--- src/rtl/llki_pkg.sv ---
// rtl/llki_pkg.sv - shared TL-UL constants and loader types for the LLKI loader path.
package llki_pkg;

   localparam int DEF_TL_AW  = 32;
   localparam int DEF_TL_DW  = 64;
   localparam int DEF_TL_AIW = 8;
   localparam int DEF_TL_DIW = 1;
   localparam int DEF_TL_SZW = 2;

   localparam logic [2:0] TL_OP_PUTFULL       = 3'h0;
   localparam logic [2:0] TL_OP_ACCESSACK     = 3'h0;
   localparam logic [2:0] TL_OP_ACCESSACKDATA = 3'h1;

   typedef enum logic [1:0] {
      IDLE  = 2'd0,
      ISSUE = 2'd1,
      DRAIN = 2'd2,
      DONE  = 2'd3
   } loader_state_e;

endpackage

--- src/rtl/scratchpad_tl_loader.sv ---
// rtl/scratchpad_tl_loader.sv - TL-UL master streaming 64-bit words into the scratchpad slave port.
module scratchpad_tl_loader
   import llki_pkg::*;
#(
   parameter int TL_SZW          = DEF_TL_SZW,
   parameter int TL_AIW          = DEF_TL_AIW,
   parameter int TL_AW           = DEF_TL_AW,
   parameter int TL_DW           = DEF_TL_DW,
   parameter int TL_DBW          = TL_DW / 8,
   parameter int TL_DIW          = DEF_TL_DIW,
   parameter int SOURCE_ID       = 0,
   parameter int MAX_OUTSTANDING = 4,
   parameter int COUNT_W         = 16
) (
   input  logic              clk,
   input  logic              rst,
   input  logic              start,
   input  logic [TL_AW-1:0]  base_addr,
   input  logic [COUNT_W-1:0] word_count,
   input  logic              src_valid,
   input  logic [TL_DW-1:0]  src_data,
   output logic              src_ready,
   output logic [2:0]        master_a_opcode,
   output logic [2:0]        master_a_param,
   output logic [TL_SZW-1:0] master_a_size,
   output logic [TL_AIW-1:0] master_a_source,
   output logic [TL_AW-1:0]  master_a_address,
   output logic [TL_DBW-1:0] master_a_mask,
   output logic [TL_DW-1:0]  master_a_data,
   output logic              master_a_corrupt,
   output logic              master_a_valid,
   input  logic              master_a_ready,
   input  logic [2:0]        master_d_opcode,
   input  logic [2:0]        master_d_param,
   input  logic [TL_SZW-1:0] master_d_size,
   input  logic [TL_AIW-1:0] master_d_source,
   input  logic [TL_DIW-1:0] master_d_sink,
   input  logic              master_d_denied,
   input  logic [TL_DW-1:0]  master_d_data,
   input  logic              master_d_corrupt,
   input  logic              master_d_valid,
   output logic              master_d_ready,
   output logic              busy,
   output logic              done,
   output logic              err
);

   localparam int OUT_W = 3;

   loader_state_e       state_q, state_d;
   logic [COUNT_W-1:0]  beat_idx_q, beat_idx_d;
   logic [COUNT_W-1:0]  count_q, count_d;
   logic [TL_AW-1:0]    base_q, base_d;
   logic [OUT_W-1:0]    outstanding_q, outstanding_d;
   logic                err_q, err_d;

   logic credit, a_fire, d_fire, start_acc, misaligned, last_beat, d_bad, d_orphan;
   logic unused_d;

   assign unused_d = ^{master_d_param, master_d_size, master_d_source, master_d_sink, master_d_data};

   assign master_a_opcode  = TL_OP_PUTFULL;
   assign master_a_param   = 3'h0;
   assign master_a_size    = TL_SZW'(3);
   assign master_a_source  = TL_AIW'(SOURCE_ID);
   assign master_a_mask    = '1;
   assign master_a_corrupt = 1'b0;
   assign master_a_data    = src_data;
   assign master_a_address = base_q + (TL_AW'(beat_idx_q) << 3);
   assign master_d_ready   = 1'b1;

   assign credit         = (state_q == ISSUE) && (outstanding_q < OUT_W'(MAX_OUTSTANDING));
   assign master_a_valid = src_valid & credit;
   assign src_ready      = master_a_ready & credit;
   assign a_fire         = master_a_valid & master_a_ready;
   assign d_fire         = master_d_valid;

   assign busy = (state_q == ISSUE) || (state_q == DRAIN);
   assign done = (state_q == DONE);
   assign err  = err_q;

   always_comb begin
      state_d       = state_q;
      beat_idx_d    = beat_idx_q;
      count_d       = count_q;
      base_d        = base_q;
      outstanding_d = outstanding_q;
      start_acc     = start && (state_q == IDLE);
      misaligned    = (base_addr[2:0] != 3'b000);
      last_beat     = (beat_idx_q == count_q - COUNT_W'(1));
      d_bad         = d_fire && (master_d_denied || master_d_corrupt ||
                                 (master_d_opcode != TL_OP_ACCESSACK));
      d_orphan      = d_fire && (outstanding_q == '0);

      case ({a_fire, d_fire})
         2'b10:   outstanding_d = outstanding_q + OUT_W'(1);
         2'b01:   outstanding_d = d_orphan ? '0 : outstanding_q - OUT_W'(1);
         default: outstanding_d = outstanding_q;
      endcase

      // A new start clears the sticky error; response errors in the same cycle still win.
      err_d = (start_acc ? misaligned : err_q) | d_bad | d_orphan;

      if (start_acc) begin
         base_d     = base_addr;
         count_d    = word_count;
         beat_idx_d = '0;
      end else if (a_fire) begin
         beat_idx_d = beat_idx_q + COUNT_W'(1);
      end

      case (state_q)
         IDLE: begin
            if (start_acc) begin
               if (misaligned || (word_count == '0)) state_d = DONE;
               else                                  state_d = ISSUE;
            end
         end
         ISSUE: begin
            if (a_fire && last_beat) state_d = DRAIN;
         end
         DRAIN: begin
            // Looking at the updated count lets done follow the final ack by one cycle.
            if (outstanding_d == '0) state_d = DONE;
         end
         DONE:    state_d = IDLE;
         default: state_d = IDLE;
      endcase
   end

   always_ff @(posedge clk) begin
      if (rst) begin
         state_q       <= IDLE;
         beat_idx_q    <= '0;
         count_q       <= '0;
         base_q        <= '0;
         outstanding_q <= '0;
         err_q         <= 1'b0;
      end else begin
         state_q       <= state_d;
         beat_idx_q    <= beat_idx_d;
         count_q       <= count_d;
         base_q        <= base_d;
         outstanding_q <= outstanding_d;
         err_q         <= err_d;
      end
   end

endmodule
--- config.mk ---
export PLATFORM = sky130hd
export DESIGN_NAME = scratchpad_tl_loader
export DESIGN_NICKNAME = d
export VERILOG_FILES = /design/src/rtl/llki_pkg.sv /design/src/rtl/scratchpad_tl_loader.sv
export SDC_FILE = /design/constraint.sdc
export NUM_CORES = 1
export LEC_CHECK = 0
export CORE_ASPECT_RATIO = 0.9
export CORE_MARGIN = 10
export CORE_UTILIZATION = 35
export DETAILED_ROUTE_END_ITERATION = 6
export PLACE_DENSITY = 0.77
export SYNTH_ARGS = -nofsm -noshare
export SYNTH_HDL_FRONTEND = slang
export SYNTH_SLANG_ARGS = --single-unit
--- constraint.sdc ---
create_clock -name clk -period 3.85 [get_ports clk]
set_input_delay 0.5775 -clock clk [delete_from_list [all_inputs] [get_ports clk]]
set_output_delay 0.5775 -clock clk [all_outputs]
set_load 0.02 [all_outputs]
==> flow_summary.yaml <==
pwr:
  p_leak_nw: 2.468
  power_mw: 2.782
  power_density_mw_per_mm2: 461.4
  ir_drop_mv: 0.3047
floorplan:
  initial_core_util_pct: 35.61
  coreArea_sq_mm: 0.01466
  fp.dieW_um: 148.7
  rows: 42
  die_y_um: 135.9
  dieArea_sq_mm: 0.02021
  io-pin-count: 328
synthesis:
  netlist_instances: 693
  synth_cell_types: 60
  synth_ff_type: "dfxtp_1"
  syn_avg_cell_area_sq_um: 7.534
  synth-seq-cells: 70
  async_flop_share_pct: 0
  synth_edf_count: 0
  yosys_warnings: 0
  netlist_area_sq_mm: 0.005221
  seq_area_frac_synth_pct: 26.84
sta:
  fmax_ghz: 0.2765
  rsz0062_at_grt: "false"
  setup_slack_ps: 233.8
  fin_tns_setup_ps: 0
  worst_pin_slew_ps: 1043
  holdWs_ps: 454.3
  hold_viol: 0
  drv_slew: 0
  setup_viol: 0
  post-route-min-period_ps: 3616
  relSlewSlack_pct: 29.49
  period_share_pct: 93.93
  skew_ps: 10.23
routing:
  drc: 0
  routed_wirelength_mm: 12.87
  post_drt_wl_per_cell_um: 14.07
  drt_iter0_markers: 240
  routed_via_density: 4.833
  detail-route-antenna-nets: 0
  drtPass1Iterations: 5
  vias: 4422
global_route:
  antenna_found_initial: 0
  grt_overflow_total: 0
  grt_max_degree: 56
  grt_pass1_wl_mm: 21.05
  grt_pass1_vias: 4338
  grt_use_total_pct: 12.72
setup_path:
  cp.required_ps: 3270
  cp-end-kind: "primary output"
  start_kind: "flop"
  crit_arrival_ps: 3040
  cp_max_fo: 4
  worstSetupPathType: "reg2out"
clock_tree:
  clock_latency_ps: 340
  clockRootBuffer: "clkbuf_16"
  cts_buffer_depth: 2
  htreeDepth: 3
  cts_tree: "done"
  cts_sinks: 70
  clk_pin_slew_ps: 50
  cts_buffers: 9
layout:
  drive_gt1_share_pct: 5.997
  diodes: 0
  final_util_pct: 41.12
  fin_nets: 942
  area_growth_pct: 15.48
placement:
  gp_congestion: 0.8184
  hpwlAfterDp_mm: 9.774
  port_buffers: 95
  dp_slack_ps: 126.3
job:
  drv_cap: 0
outcome:
  status: "completed"
worst_hold_path:
  hold_class: "reg2reg"
-- where the power goes --
group | internal, mW | switching, mW
sequential | 0.824 | 0.0993
combinational | 0.462 | 0.652
clock | 0.434 | 0.310
-- metrics by stage --
step | instances | area [sq um]
final | 915 | 6030
after detailed placement | 899 | 5757
after floorplan | 717 | 5311
after CTS | 915 | 6020
after global placement | 899 | 5757
after global routing | 915 | 6030
-- kinds of logic (layout without fill, tap and decap cells) --
| logic type | after synthesis | after routing | synth area share, % |
|---|---|---|---|
| fa+ha+maj | 29 | 29 | 7.093 |
| flops | 70 | 70 | 26.84 |
| buf+inv | 149 | 149 | 18.02 |
| compound gates | 134 | 134 | 16.10 |
| other cells | 2 | 26 | 0.1438 |
| xor+xnor | 57 | 57 | 9.561 |
| mux | 2 | 2 | 0.3834 |
| simple gates | 250 | 250 | 21.86 |
-- worst paths after layout --
kind / start / end / slack, ps / depth (start not counted)
max: beat_idx_q[8]$_SDFFE_PP0P_ / master_a_address[16] / 230 / 10
min: base_q[23]$_SDFFE_PP0P_ / base_q[23]$_SDFFE_PP0P_ / 450 / 2
max reg2reg: count_q[2]$_SDFFE_PP0P_ / state_q[1]$_SDFFE_PP0P_ / 800 / 8
min reg2reg: base_q[23]$_SDFFE_PP0P_ / base_q[23]$_SDFFE_PP0P_ / 450 / 2
-- per-layer routing --
metal	GRT usage [%]	part of all wire [%]	vias to the layer above
met3	4.985	7.4	16
li1	-	-	2264
met2	21.48	48	117
met1	14.41	44	2025
met4	4.248	1.2	0
met5	0	0	-
-- flip-flops by register name, summed over array words and instances, names as in the netlist --
register and count:
err 1, beat_idx_q 16, outstanding_q 3, count_q 16, base_q 32, state_q 2
-- synthesized netlist by cell type (11+ instances only) --
cell type | count | area share [%]
a21o_1 | 11 | 1.6
a21oi_1 | 73 | 7.0
buf_4 | 93 | 13
clkbuf_1 | 25 | 1.8
dfxtp_1 | 70 | 27
ha_1 | 28 | 6.7
inv_1 | 25 | 1.8
nand2_1 | 117 | 8.4
nand3_1 | 21 | 2.0
nor2_1 | 49 | 3.5
nor3_1 | 11 | 1.1
o21ai_0 | 15 | 1.4
xnor2_1 | 31 | 5.2
xor2_1 | 26 | 4.4
-- critical path, cell delays in order, from the launching register on --
cell and delay, ps:
dfxtp_1 310, ha_1 350, a21o_1 200, a21oi_1 260, nand2b_1 160, o311ai_2 120, buf_4 160, a21o_1 170
a21oi_1 190, xnor2_1 140, clkdlybuf4s50_1 630
-- cell usage in the layout (no fill, tap or decap), drive strengths merged, types with 14 or more instances in the layout --
master / count
a21oi: 73
buf: 14
clkbuf: 15
clkdlybuf4s50: 80
conb: 26
dfxtp: 70
ha: 28
inv: 25
nand2: 117
nand3: 21
nor2: 49
o21ai: 16
xnor2: 31
xor2: 26
-- cell type report --
| cell class | instances | area, sq um |
|---|---|---|
| fillers | 1507 | 8632 |
| inverters | 25 | 93.84 |
| flip-flops and latches | 70 | 1401 |
| well taps | 198 | 247.7 |
| clock buffers | 12 | 236.5 |
| clock inverters | 4 | 23.77 |
| multi-input cells | 498 | 2992 |
| repair buffers | 108 | 1035 |
-- what timing repair did --
| action | in CTS | in global routing |
|---|---|---|
| setup buffers | 0 | 0 |
| endpoints found under the setup margin | 15 | 11 |
| resized for setup | 13 | 16 |
| hold buffers | 0 | 0 |
Note: power is estimated with default switching activity, not from simulation.
